### src/rtl/bs_4_mux81.sv
//==========================================================================
// bs_4_mux81 : registered 8-to-1 bus-select mux (WIDTH-bit words).
// Optional macro BS_MUX_PARITY_EN adds registered parity output `par`.
// Revision  : 1.0
//==========================================================================
`default_nettype none

module bs_4_mux81 #(
   parameter int WIDTH = 4
) (
   input  logic             clk,
   input  logic             rst,
   output logic [WIDTH-1:0] data,
`ifdef BS_MUX_PARITY_EN
   output logic             par,
`endif
   input  logic [2:0]       s,
   input  logic [WIDTH-1:0] A0,
   input  logic [WIDTH-1:0] A1,
   input  logic [WIDTH-1:0] A2,
   input  logic [WIDTH-1:0] A3,
   input  logic [WIDTH-1:0] A4,
   input  logic [WIDTH-1:0] A5,
   input  logic [WIDTH-1:0] A6,
   input  logic [WIDTH-1:0] A7
);

   logic [WIDTH-1:0] w_words [8];
   logic [WIDTH-1:0] w_sel_word;
   logic [WIDTH-1:0] r_data;

   assign w_words[0] = A0;
   assign w_words[1] = A1;
   assign w_words[2] = A2;
   assign w_words[3] = A3;
   assign w_words[4] = A4;
   assign w_words[5] = A5;
   assign w_words[6] = A6;
   assign w_words[7] = A7;

   // Every 3-bit code is a legal index; an X select propagates X in simulation.
   always_comb begin
      w_sel_word = w_words[s];
   end

   always_ff @(posedge clk or posedge rst) begin
      if (rst) begin
         r_data <= '0;
      end else begin
         r_data <= w_sel_word;
      end
   end

   assign data = r_data;

`ifdef BS_MUX_PARITY_EN
   logic r_par;

   // Parity is taken from the same word loaded into r_data so both stay aligned.
   always_ff @(posedge clk or posedge rst) begin
      if (rst) begin
         r_par <= 1'b0;
      end else begin
         r_par <= ^w_sel_word;
      end
   end

   assign par = r_par;
`endif

endmodule

`default_nettype wire

### config.mk
export PLATFORM = sky130hd
export DESIGN_NAME = bs_4_mux81
export DESIGN_NICKNAME = d
export VERILOG_FILES = /design/src/rtl/bs_4_mux81.sv
export SDC_FILE = /design/constraint.sdc
export NUM_CORES = 1
export LEC_CHECK = 0
export ABC_AREA = 1
export CAP_MARGIN = 20
export CORE_MARGIN = 5
export CORE_UTILIZATION = 33
export DETAILED_ROUTE_END_ITERATION = 6
export GPL_TIMING_DRIVEN = 0
export PLACE_DENSITY = 0.77
export SYNTH_ARGS = -nofsm -noshare
export SYNTH_HDL_FRONTEND = slang
export SYNTH_SLANG_ARGS = --single-unit
### constraint.sdc
create_clock -name clk -period 0.8 [get_ports clk]
set_input_delay 0.24 -clock clk [delete_from_list [all_inputs] [get_ports clk]]
set_output_delay 0.24 -clock clk [all_outputs]
set_load 0.05 [all_outputs]
==> impl_metrics.toml <==
[outcome]
status = "finished with violations"
failing_checks = "setup timing"

[synthesis]
postSynthCellCount = 112
yosys_warnings = 0
syn-cell-area_um2 = 548
yosysSeqAreaShare = 0.183
total_nets_after_synthesis = 149
yosys_register_bits = 4
synth.lib_cells_used.distinct = 10
syn_area_per_cell_um2 = 4.89

[floorplan]
die_area_um2 = 2580
fp-row-count = 14
design.core.area_um2 = 1540
initial_core_util = 0.356
io_pins = 41
chipWidth_um = 50.8
dieHeight_um = 50.8

[power]
leakage_dissipation_nw = 0.634
vdd_ir_drop_max_uv = 487
power.sequential.fraction = 0.246
clkPwrFrac = 0.284
powerDensity_nw_per_um2 = 1020
switching_share = 0.352
net_load_switching_power_mw = 0.342
cell_internal_pwr_mw = 0.629
combinationalPowerShare = 0.470
total_power_mw = 0.971

[clock_network]
cts_htree_levels = 1
tritoncts = "yes"
cts_inserted_buffers = 3
cts.sinks = 4
clkSlewWorstSetupHoldPaths_ns = 0.04
clock-root-buffer = "sky130_fd_sc_hd__clkbuf_4"
postCtsHoldBufs = 0
clock_path_buffers = 2

[placed_design]
gpl.final_weighted_congestion = 0.760
placed_cells = 166
port-buffer-count = 38
dpl_ws_ns = -0.579
dpl.hpwl_mm = 1.40
place_area_um2 = 958

[global_routing]
number_of_global_route_vias_before_repair = 650
globalRouteTotalUtil = 0.127
global_route_wire_length_before_repair_mm = 2.62
overflow = 0
grt_start_max_net_pins = 11
grt_antenna_before_repair = 0

[worst_setup_path]
criticalPathCategory = "reg -> out"
worstPathMaxFanout = 1
timing.critical_path.slowest_stage_cell = "sky130_fd_sc_hd__dfrtp_2"
crit_family = "flip-flops"
worstPathArrival_ns = 0.78
endpoint_kind = "output pin"
crit_path_start_kind = "flop"
cp_num_buf_inv = 1
required_ns = 0.56
path_cells = "buf_6"
cpPeakStageDelay_ns = 0.39

[job]
drv.max_cap_violation_count = 0

[layout]
final_cell_count_no_fill = 170
layout.core_utilization = 0.618
num_antenna_cells = 0
drive_above_1_share = 0.156
mostFrequentLayoutCell = "sky130_fd_sc_hd__nand2_1"
largest_reg_flops = 4
post-route-cell-area_um2 = 952
layout.cells.most_common_list = "52 x sky130_fd_sc_hd__nand2_1, 33 x sky130_fd_sc_hd__dlygate4sd2_1, 25 x sky130_fd_sc_hd__inv_1"
finalNetCount = 192
syn_to_layout_area_delta_pct = 73.7

[sta]
count_of_final_hold_check_violations = 0
fin_hold_ws_ns = 0.177
final.period_utilization = 1.27
setup_viol = 4
tightestPinTransition_ns = 0.176
fmax_ghz = 0.982
setup_total_negative_slack_ns = -0.839
timing.slew.headroom = 0.883
timing_max_transition_violations_final = 0
final_critical_path_setup_slack_ns = -0.218
final_period_minus_worst_setup_slack_ns = 1.02
grt_setup_unrepaired = "yes"

[routing]
route.detailed.wl_per_inst_um = 9.78
detailroute.via_count = 747
antenna_left = 0
firstDrtPassIters = 4
route.final.wire_length_mm = 1.66
detail_route.drc_violations = 0
drt-vias-per-instance = 4.39
drt_iter0_markers = 8

[hold_path]
hold_class = "in -> async"
## what timing repair did
item,CTS,global route
setup buffers,0,0
endpoints found under the hold margin,0,0
resized for setup,61,1
setup endpoints to repair,8,5
pin swaps,31,0
## logic make-up after synthesis
kind of cell / Yosys count / synth area share
DFF: 4 / 0.183
and+or+nand+nor: 68 / 0.502
buffers and inverters: 40 / 0.315
## Yosys cell counts
master | number | share of area
sky130_fd_sc_hd__nand2_1 | 52 | 0.36
sky130_fd_sc_hd__inv_1 | 25 | 0.17
sky130_fd_sc_hd__nand3_1 | 16 | 0.15
sky130_fd_sc_hd__inv_2 | 9 | 0.062
sky130_fd_sc_hd__dfrtp_1 | 4 | 0.18
sky130_fd_sc_hd__buf_6 | 2 | 0.041
sky130_fd_sc_hd__buf_2 | 1 | 0.0091
sky130_fd_sc_hd__buf_4 | 1 | 0.014
sky130_fd_sc_hd__clkinv_1 | 1 | 0.0068
sky130_fd_sc_hd__inv_4 | 1 | 0.011
## metal layers
layer | global-route usage | part of all wire | up-vias
met1 | 0.153 | 0.42 | 318
met4 | 0.0511 | 0.012 | 0
met2 | 0.217 | 0.48 | 28
met5 | 0 | 0 | -
met3 | 0.0266 | 0.085 | 4
li1 | - | - | 397
## layout make-up
class	count	area [um^2]
fillers	174	589
multi-input cells	68	275
well taps	16	20.0
inverters	36	140
flip-flops and latches	4	104
repair buffers	38	344
plain buffers	4	42.5
clock buffers	4	26.3
## how the worst max path moves through the flow
stage / to / cells after the start / slack [ns] / start
floorplan: data[0]$_DFF_PP0_ / 8 / -0.07 / s[0]
global placement: data[3] / 1 / -0.55 / data[3]$_DFF_PP0_
detailed placement: data[2] / 1 / -0.58 / data[2]$_DFF_PP0_
CTS: data[2] / 1 / -0.23 / data[2]$_DFF_PP0_
global route: data[1] / 1 / -0.24 / data[1]$_DFF_PP0_
finish: data[2] / 1 / -0.22 / data[2]$_DFF_PP0_
## power groups by stage
stage / Combinational [mW] / Clock, mW / Sequential [mW]
2_1_floorplan: 0.177 / 0 / 0.319
3_3_place_gp: 0.502 / 0 / 0.235
3_5_place_dp: 0.506 / 0 / 0.237
4_1_cts: 0.459 / 0.284 / 0.240
5_1_grt: 0.501 / 0.294 / 0.242
6_report: 0.457 / 0.276 / 0.239
Note: power is estimated with default switching activity, not from simulation.
